`src/rtl/bram_port_arbiter_if.sv`:
```
// Requester and BRAM-side signals of the two-port BRAM arbiter.
// The slave modport is the arbiter's view; master is the environment's view.
interface bram_port_arbiter_if #(
  parameter int unsigned ADDR_W = 32
);
  logic              r0_valid;
  logic              r0_ready;
  logic [ADDR_W-1:0] r0_addr;
  logic [3:0]        r0_we;
  logic [31:0]       r0_wdata;
  logic              r0_rvalid;
  logic [31:0]       r0_rdata;

  logic              r1_valid;
  logic              r1_ready;
  logic [ADDR_W-1:0] r1_addr;
  logic [3:0]        r1_we;
  logic [31:0]       r1_wdata;
  logic              r1_rvalid;
  logic [31:0]       r1_rdata;

  logic [ADDR_W-1:0] bram_addr;
  logic [31:0]       bram_din;
  logic [31:0]       bram_dout;
  logic              bram_en;
  logic [3:0]        bram_we;

  modport slave (
    input  r0_valid, r0_addr, r0_we, r0_wdata,
    output r0_ready, r0_rvalid, r0_rdata,
    input  r1_valid, r1_addr, r1_we, r1_wdata,
    output r1_ready, r1_rvalid, r1_rdata,
    output bram_addr, bram_din, bram_en, bram_we,
    input  bram_dout
  );

  modport master (
    output r0_valid, r0_addr, r0_we, r0_wdata,
    input  r0_ready, r0_rvalid, r0_rdata,
    output r1_valid, r1_addr, r1_we, r1_wdata,
    input  r1_ready, r1_rvalid, r1_rdata,
    input  bram_addr, bram_din, bram_en, bram_we,
    output bram_dout
  );
endinterface

```
`src/rtl/bram_port_arbiter.sv`:
```
// Round-robin arbiter sharing one single-port BRAM between two requesters.
// Issues one access per cycle and routes read data back after the fixed BRAM latency.
module bram_port_arbiter #(
  parameter int unsigned ADDR_W   = 32,
  parameter int unsigned READ_LAT = 2
) (
  input  logic               clk,
  input  logic               rstn,
  bram_port_arbiter_if.slave bus
);

  localparam int unsigned TrkDepth = READ_LAT + 1;

  if (READ_LAT < 1 || READ_LAT > 4) begin : g_bad_read_lat
    $error("bram_port_arbiter: READ_LAT must be within 1..4");
  end

  // prio_q set means requester 1 wins the next tie
  logic prio_q, prio_d;
  logic gnt0, gnt1, accept;

  logic [ADDR_W-1:0] acc_addr;
  logic [3:0]        acc_we;
  logic [31:0]       acc_wdata;

  logic [ADDR_W-1:0] addr_q, addr_d;
  logic [31:0]       din_q, din_d;
  logic [3:0]        we_q, we_d;

  logic [TrkDepth-1:0] trk_vld_q, trk_vld_d;
  logic [TrkDepth-1:0] trk_id_q, trk_id_d;
  logic                rsp_vld, rsp_id;

  logic        rvalid0_q, rvalid0_d, rvalid1_q, rvalid1_d;
  logic [31:0] rdata0_q, rdata0_d, rdata1_q, rdata1_d;

  // Ready is held low during reset even if valid is asserted.
  always_comb begin
    gnt0 = 1'b0;
    gnt1 = 1'b0;
    if (rstn) begin
      if (bus.r0_valid && (!bus.r1_valid || !prio_q)) begin
        gnt0 = 1'b1;
      end else if (bus.r1_valid) begin
        gnt1 = 1'b1;
      end
    end
  end

  assign accept = gnt0 | gnt1;

  always_comb begin
    acc_addr  = bus.r0_addr;
    acc_we    = bus.r0_we;
    acc_wdata = bus.r0_wdata;
    if (gnt1) begin
      acc_addr  = bus.r1_addr;
      acc_we    = bus.r1_we;
      acc_wdata = bus.r1_wdata;
    end
  end

  always_comb begin
    prio_d = prio_q;
    if (gnt0) begin
      prio_d = 1'b1;
    end else if (gnt1) begin
      prio_d = 1'b0;
    end
  end

  // Idle cycles drop the strobes but keep address/data stable.
  always_comb begin
    addr_d = addr_q;
    din_d  = din_q;
    we_d   = 4'b0000;
    if (accept) begin
      addr_d = acc_addr;
      din_d  = acc_wdata;
      we_d   = acc_we;
    end
  end

  // The last tracker stage lines up with the cycle bram_dout carries the read data.
  always_comb begin
    trk_vld_d = {trk_vld_q[TrkDepth-2:0], accept && (acc_we == 4'b0000)};
    trk_id_d  = {trk_id_q[TrkDepth-2:0], gnt1};
  end

  assign rsp_vld = trk_vld_q[TrkDepth-1];
  assign rsp_id  = trk_id_q[TrkDepth-1];

  always_comb begin
    rvalid0_d = rsp_vld && !rsp_id;
    rvalid1_d = rsp_vld && rsp_id;
    rdata0_d  = rdata0_q;
    rdata1_d  = rdata1_q;
    if (rvalid0_d) begin
      rdata0_d = bus.bram_dout;
    end
    if (rvalid1_d) begin
      rdata1_d = bus.bram_dout;
    end
  end

  always_ff @(posedge clk or negedge rstn) begin
    if (!rstn) begin
      prio_q    <= 1'b0;
      addr_q    <= '0;
      din_q     <= '0;
      we_q      <= '0;
      trk_vld_q <= '0;
      trk_id_q  <= '0;
      rvalid0_q <= 1'b0;
      rvalid1_q <= 1'b0;
      rdata0_q  <= '0;
      rdata1_q  <= '0;
    end else begin
      prio_q    <= prio_d;
      addr_q    <= addr_d;
      din_q     <= din_d;
      we_q      <= we_d;
      trk_vld_q <= trk_vld_d;
      trk_id_q  <= trk_id_d;
      rvalid0_q <= rvalid0_d;
      rvalid1_q <= rvalid1_d;
      rdata0_q  <= rdata0_d;
      rdata1_q  <= rdata1_d;
    end
  end

  assign bus.r0_ready  = gnt0;
  assign bus.r1_ready  = gnt1;
  assign bus.r0_rvalid = rvalid0_q;
  assign bus.r1_rvalid = rvalid1_q;
  assign bus.r0_rdata  = rdata0_q;
  assign bus.r1_rdata  = rdata1_q;
  assign bus.bram_addr = addr_q;
  assign bus.bram_din  = din_q;
  assign bus.bram_we   = we_q;
  // The BRAM output register must stay enabled, including through reset.
  assign bus.bram_en   = 1'b1;

  a_ready_onehot: assert property (@(posedge clk) disable iff (!rstn)
    !(bus.r0_ready && bus.r1_ready));

  a_single_response: assert property (@(posedge clk) disable iff (!rstn)
    !(bus.r0_rvalid && bus.r1_rvalid));

endmodule
```
`src/flat_wrapper.sv`:
```
// flat-port wrapper written by rule: the top's interface ports become plain ports
module bram_port_arbiter_flat 
#(
  parameter int unsigned ADDR_W   = 32,
  parameter int unsigned READ_LAT = 2
)
  (clk, rstn, bus_r0_valid, bus_r0_addr, bus_r0_we, bus_r0_wdata, bus_r0_ready, bus_r0_rvalid, bus_r0_rdata, bus_r1_valid, bus_r1_addr, bus_r1_we, bus_r1_wdata, bus_r1_ready, bus_r1_rvalid, bus_r1_rdata, bus_bram_addr, bus_bram_din, bus_bram_en, bus_bram_we, bus_bram_dout);
  bram_port_arbiter_if #(.ADDR_W(ADDR_W)) bus_i ();
  input  logic clk;
  input  logic rstn;
  input wire logic [$bits(bus_i.r0_valid)-1:0] bus_r0_valid;
  input wire logic [$bits(bus_i.r0_addr)-1:0] bus_r0_addr;
  input wire logic [$bits(bus_i.r0_we)-1:0] bus_r0_we;
  input wire logic [$bits(bus_i.r0_wdata)-1:0] bus_r0_wdata;
  output wire logic [$bits(bus_i.r0_ready)-1:0] bus_r0_ready;
  output wire logic [$bits(bus_i.r0_rvalid)-1:0] bus_r0_rvalid;
  output wire logic [$bits(bus_i.r0_rdata)-1:0] bus_r0_rdata;
  input wire logic [$bits(bus_i.r1_valid)-1:0] bus_r1_valid;
  input wire logic [$bits(bus_i.r1_addr)-1:0] bus_r1_addr;
  input wire logic [$bits(bus_i.r1_we)-1:0] bus_r1_we;
  input wire logic [$bits(bus_i.r1_wdata)-1:0] bus_r1_wdata;
  output wire logic [$bits(bus_i.r1_ready)-1:0] bus_r1_ready;
  output wire logic [$bits(bus_i.r1_rvalid)-1:0] bus_r1_rvalid;
  output wire logic [$bits(bus_i.r1_rdata)-1:0] bus_r1_rdata;
  output wire logic [$bits(bus_i.bram_addr)-1:0] bus_bram_addr;
  output wire logic [$bits(bus_i.bram_din)-1:0] bus_bram_din;
  output wire logic [$bits(bus_i.bram_en)-1:0] bus_bram_en;
  output wire logic [$bits(bus_i.bram_we)-1:0] bus_bram_we;
  input wire logic [$bits(bus_i.bram_dout)-1:0] bus_bram_dout;
  assign bus_i.r0_valid = bus_r0_valid;
  assign bus_i.r0_addr = bus_r0_addr;
  assign bus_i.r0_we = bus_r0_we;
  assign bus_i.r0_wdata = bus_r0_wdata;
  assign bus_r0_ready = bus_i.r0_ready;
  assign bus_r0_rvalid = bus_i.r0_rvalid;
  assign bus_r0_rdata = bus_i.r0_rdata;
  assign bus_i.r1_valid = bus_r1_valid;
  assign bus_i.r1_addr = bus_r1_addr;
  assign bus_i.r1_we = bus_r1_we;
  assign bus_i.r1_wdata = bus_r1_wdata;
  assign bus_r1_ready = bus_i.r1_ready;
  assign bus_r1_rvalid = bus_i.r1_rvalid;
  assign bus_r1_rdata = bus_i.r1_rdata;
  assign bus_bram_addr = bus_i.bram_addr;
  assign bus_bram_din = bus_i.bram_din;
  assign bus_bram_en = bus_i.bram_en;
  assign bus_bram_we = bus_i.bram_we;
  assign bus_i.bram_dout = bus_bram_dout;
  bram_port_arbiter #(.ADDR_W(ADDR_W), .READ_LAT(READ_LAT)) u_core (.clk(clk), .rstn(rstn), .bus(bus_i));
endmodule
```
`config.mk`:
```
export PLATFORM = sky130hd
export DESIGN_NAME = bram_port_arbiter_flat
export DESIGN_NICKNAME = d
export VERILOG_FILES = /design/src/rtl/bram_port_arbiter_if.sv /design/src/rtl/bram_port_arbiter.sv /design/src/flat_wrapper.sv
export SDC_FILE = /design/constraint.sdc
export NUM_CORES = 1
export LEC_CHECK = 0
export ABC_AREA = 1
export BUFFER_PORTS_ARGS = -buffer_cell sky130_fd_sc_hd__clkbuf_2
export CELL_PAD_IN_SITES_DETAIL_PLACEMENT = 0
export CELL_PAD_IN_SITES_GLOBAL_PLACEMENT = 1
export CORE_MARGIN = 1
export CORE_UTILIZATION = 32
export DETAILED_ROUTE_END_ITERATION = 8
export HOLD_SLACK_MARGIN = 0.12
export PLACE_DENSITY = 0.83
export SKIP_LAST_GASP = 1
export SYNTH_ARGS = -nofsm -noshare
export SYNTH_HDL_FRONTEND = slang
export SYNTH_SLANG_ARGS = --single-unit
```
`constraint.sdc`:
```
create_clock -name clk -period 1.4 [get_ports clk]
set_clock_uncertainty 0.1 [all_clocks]
set_input_delay 0.21 -clock clk [delete_from_list [all_inputs] [get_ports clk]]
set_output_delay 0.21 -clock clk [all_outputs]
set_load 0.05 [all_outputs]
```
Word level (Yosys, flattened, before mapping)
Cells that the tools add are included.
{"block": "classes", "n_mux": 11, "bitwise_logic": 1, "reduce_logical": 10}
{"cell": "two-way mux 32 bit", "n": 2}
{"cell": "two-way mux 4 bit", "n": 2}
{"cell": "two-way mux 1 bit", "n": 7}
{"cell": "logical AND 1 bit", "n": 4}
{"cell": "zero test 4 bit", "n": 1}
{"cell": "zero test 1 bit", "n": 3}
{"cell": "nonzero test 2 bit", "n": 1}
{"cell": "logical OR 1 bit", "n": 1}
{"cell": "OR 1 bit", "n": 1}
{"block": "word_totals", "regBits": 141, "elab_cells": 32}

Logic depth before layout (Yosys ltp)
{"block": "depth", "depth_word": 8, "ltp_mapped": 8, "ltp_nobuf": 7}

Worst setup path after synthesis
No wires, ideal clock.
{"block": "synth_path", "kind": "flip-flop to flip-flop", "start": "reg u_core.prio_q", "end": "reg u_core.din_q[14] (netlist: u_core.bus.bram_din[14])", "arrival_time_ns": 1.190, "t_required_ns": 1.231, "path_slack_ns": 0.041, "stages_incl_launch_ff": 8, "n_path_buf": 2, "synth_period_minus_slack_ns": 1.359, "cell_sequence": "dfrtp_1 > nand2_1 > nand3_2 > inv_1 > buf_6 > buf_2 > nand2_1 > nand3_1"}
{"block": "synth_via", "elab_chain_cells": 6}
{"item": "from (decl)", "line_no": "bram_port_arbiter.sv:19", "text": "logic prio_q, prio_d;"}
{"item": "from (signal assigned)", "line_no": "bram_port_arbiter.sv:119", "text": "prio_q <= prio_d;"}
{"item": "zero test 1 bit", "line_no": "bram_port_arbiter.sv:42", "text": "if (bus.r0_valid && (!bus.r1_valid || !prio_q)) begin"}
{"item": "logical OR 1 bit", "line_no": "bram_port_arbiter.sv:42"}
{"item": "logical AND 1 bit", "line_no": "bram_port_arbiter.sv:42"}
{"item": "two-way mux 1 bit", "line_no": "bram_port_arbiter.sv:42"}
{"item": "two-way mux 1 bit", "line_no": "bram_port_arbiter.sv:41", "text": "if (rstn) begin"}
{"item": "net bus_r0_ready", "line_no": "flat_wrapper.sv:15", "text": "output wire logic [$bits(bus_i.r0_ready)-1:0] bus_r0_ready;"}
{"item": "OR 1 bit", "line_no": "bram_port_arbiter.sv:50", "text": "assign accept = gnt0 | gnt1;"}
{"item": "to (signal assigned)", "line_no": "bram_port_arbiter.sv:121", "text": "din_q <= din_d;"}
{"item": "to (decl)", "line_no": "bram_port_arbiter.sv:27", "text": "logic [31:0] din_q, din_d;"}
The timed path passes the listed nets, and every way through them passes these cells.
A chain may end at the register's enable or synchronous reset.

Worst setup path in the final report
{"block": "layout_path", "start": "reg u_core.prio_q", "end": "out bus_r0_ready"}
{"block": "layout_via", "elab_chain_cells": 5}
{"item": "zero test 1 bit", "line_no": "bram_port_arbiter.sv:42"}
{"item": "logical OR 1 bit", "line_no": "bram_port_arbiter.sv:42"}
{"item": "logical AND 1 bit", "line_no": "bram_port_arbiter.sv:42"}
{"item": "two-way mux 1 bit", "line_no": "bram_port_arbiter.sv:42"}
{"item": "two-way mux 1 bit", "line_no": "bram_port_arbiter.sv:41"}
{"item": "to (decl)", "line_no": "flat_wrapper.sv:15"}
No other way between the ends.

==> impl_metrics.ini <==
[status]
status = finished, violations left
violations = hold timing, setup timing

[cells_and_area]
final_area_sq_um = 10300
post_layout_nonfiller_instances = 1363
nets = 1295
final_common_cell = nand2_1
final_cell_mix = nand2_1 (229), clkbuf_2 (200), dlygate4sd3_1 (170), dfrtp_1 (141), nand3_1 (78)
layout-drive-gt1-share_pct = 35.8
synthToLayoutAreaGrowth_pct = 78.2
utilization_pct = 59.0

[clocking]
h-tree-depth = 4
cts_buffer_depth = 2
clkSlewWorstSetupHoldPaths_ns = 0.06
insertion_delay_ns = 0.41
cts_tree = done
cts_buffers = 17
cts_sinks = 141
cts-hold-fix-buffers = 170
root_buffer = clkbuf_16

[die]
initial_core_util_pct = 33.1
die_w_um = 136
die_h_um = 136
rows = 48
die_area_sq_um = 18600
io_pins = 309
core_sq_um = 17500

[placement]
dp_cells = 1144
port_buffers = 307
routabilityCongestion = 0.787
dp_hpwl_um = 12200
dpl_cell_area_sq_um = 7570

[global_routing]
overflow = 0
grt_pass1_wl_um = 30300
antenna_found_initial = 2
grt_max_degree = 127
grt.total_usage_pct = 21.2
grt_pass1_vias = 6279

[logic_synthesis]
synth_area_sq_um = 5780
ys_warn_count = 0
syn-num-nets = 807
synth_seq_cells = 141
synth_cell_type_count = 17
syn_avg_cell_area_sq_um = 9.11
ys_seq_area_share_pct = 61.0
netlist_instances = 635

[critical_path]
worstPathMaxFanout = 3
critPathKind = reg -> out
critPathArrivalTime_ns = 1.26
critPathTopFamily = flip-flops
required_ns = 1.09
max_stage_delay_ns = 0.39
cp_cell_sequence = nand2_2 > nand3_2 > inv_4 > clkbuf_16
cp-end-kind = output port
crit_buf_inv = 2
cpMaxStageDelayCell = dfrtp_1
crit_path_start_kind = register

[sta]
timing.fmax_ghz = 0.637
slew_violations = 0
fin_tns_setup_ns = -0.643
setup_ws_ns = -0.170
finalHoldViolCount = 126
grt_setup_unrepaired = true
period_needed_ns = 1.57
fin_crit_sh_pct = 112
setup_viol = 29
relSlewSlack_pct = 54.9
hold_slack_ns = -0.509
tightest_slew_ns = 0.677

[pwr]
ir_drop_mv = 0.991
seqPwrFrac_pct = 33.9
comb_power_share_pct = 36.5
power.density_nw_per_um2 = 1510
clockPowerShare_pct = 29.6
internal_power_mw = 9.16
p_sw_share_pct = 41.1
p_sw_mw = 6.39
p_leak_nw = 5.49

[job]
maxCapViolations = 0

[routing]
vias = 6159
wl_um = 20800
drt-pass1-iter-count = 5
drt_iter0_drc = 238
ant_nets = 0
via_per_inst = 4.52
drc_errors = 0
avgRoutedWirePerCell_um = 15.3

[hold_path]
hp-class = in -> async
-- state kept, by name, indices dropped and copies added, names as in the netlist --
| signal | flops |
|---|---|
| u_core.bus.bram_addr | 32 |
| u_core.bus.bram_din | 32 |
| u_core.bus.bram_we | 4 |
| u_core.bus.r0_rdata | 32 |
| u_core.bus.r0_rvalid | 1 |
| u_core.bus.r1_rdata | 32 |
| u_core.bus.r1_rvalid | 1 |
| u_core.prio_q | 1 |
| u_core.trk_id_q | 3 |
| u_core.trk_vld_q | 3 |
-- per-layer routing --
| metal | vias to the layer above | GRT usage [%] | routed length [um] | share of wire, % |
|---|---|---|---|---|
| met1 | 2846 | 23.7 | 8180 | 39 |
| li1 | 2989 | - | - | - |
| met4 | 0 | 9.07 | 520 | 2.5 |
| met3 | 38 | 7.12 | 1640 | 7.9 |
| met5 | - | 0 | 0 | 0 |
| met2 | 286 | 36.5 | 10500 | 50 |
-- worst paths after layout --
path,cells past startpoint,from,slack [ns],end
max in group asynchronous,3,rstn,0.64,u_core.bus.bram_we[0]
max,4,u_core.prio_q,-0.17,bus_r0_ready
min reg2reg,0,u_core.trk_vld_q[1],0.25,u_core.trk_vld_q[2]
max reg2reg,7,u_core.prio_q,-0.03,u_core.bus.bram_din[1]
min in group clk,5,bus_r1_valid,0.21,u_core.trk_vld_q[0]
min,1,rstn,-0.51,u_core.prio_q
-- worst register-to-register path: cells and delay by family (launching register included) --
family                 cells  cell delay (ns)
AND/OR/NAND/NOR            5             0.58
flip-flops                 1             0.39
buffers and inverters      2             0.24
-- cell type report --
| class | instances | area [sq um] |
|---|---|---|
| Tap cell | 225 | 282 |
| Sequential cell | 141 | 3530 |
| Timing Repair Buffer | 507 | 3850 |
| Fill cell | 1478 | 7170 |
| Clock buffer | 17 | 425 |
| Multi-Input combinational cell | 412 | 1870 |
| Clock inverter | 15 | 176 |
| Inverter | 44 | 170 |
| Antenna cell | 2 | 5.00 |
-- kinds of logic after synthesis --
family | after synthesis | share of synthesized area [%]
compound gates | 66 | 5.84
buf+inv | 82 | 7.25
flops | 141 | 61.0
other cells | 1 | 0.0648
simple gates | 345 | 25.8
-- stage by stage --
stage / hold WS, ns / total power [mW] / worst slack, ns
2_1_floorplan: -0.186 / 8.89 / 0.0407
5_1_grt: -0.543 / 16.3 / -0.224
3_5_place_dp: -0.0865 / 10.4 / 0.0357
6_report: -0.509 / 15.6 / -0.170
4_1_cts: -0.539 / 15.5 / -0.166
3_3_place_gp: -0.0871 / 10.3 / 0.0474
-- power by group through the flow --
| stage | Combinational [mW] | Clock, mW | Sequential, mW |
|---|---|---|---|
| 4_1_cts | 5.45 | 4.75 | 5.28 |
| 2_1_floorplan | 0.845 | 0 | 8.04 |
| 5_1_grt | 6.01 | 4.92 | 5.38 |
| 6_report | 5.68 | 4.60 | 5.27 |
| 3_5_place_dp | 5.02 | 0 | 5.34 |
| 3_3_place_gp | 4.99 | 0 | 5.31 |
-- what timing repair did --
action,in CTS,in global routing
cloned,0,8
endpoints found under the setup margin,11,168
setup buffers,4,3
pin swaps,3,5
resized for setup,19,134
hold endpoints to repair,260,126
-- cells in the mapped netlist --
master,count,area (sq um)
inv_2,4,15.0
nand3_1,80,400
nor2_1,6,22.5
nand2_2,11,68.8
conb_1,1,3.75
buf_6,10,113
o21ai_2,2,17.5
dfrtp_1,141,3530
nand3_2,11,110
buf_8,1,15.0
buf_4,1,7.51
nand2_1,236,886
o21ai_0,64,320
inv_1,40,150
clkbuf_1,9,33.8
nand3b_1,1,7.51
buf_2,17,85.1
Note: power is estimated with default switching activity, not from simulation.
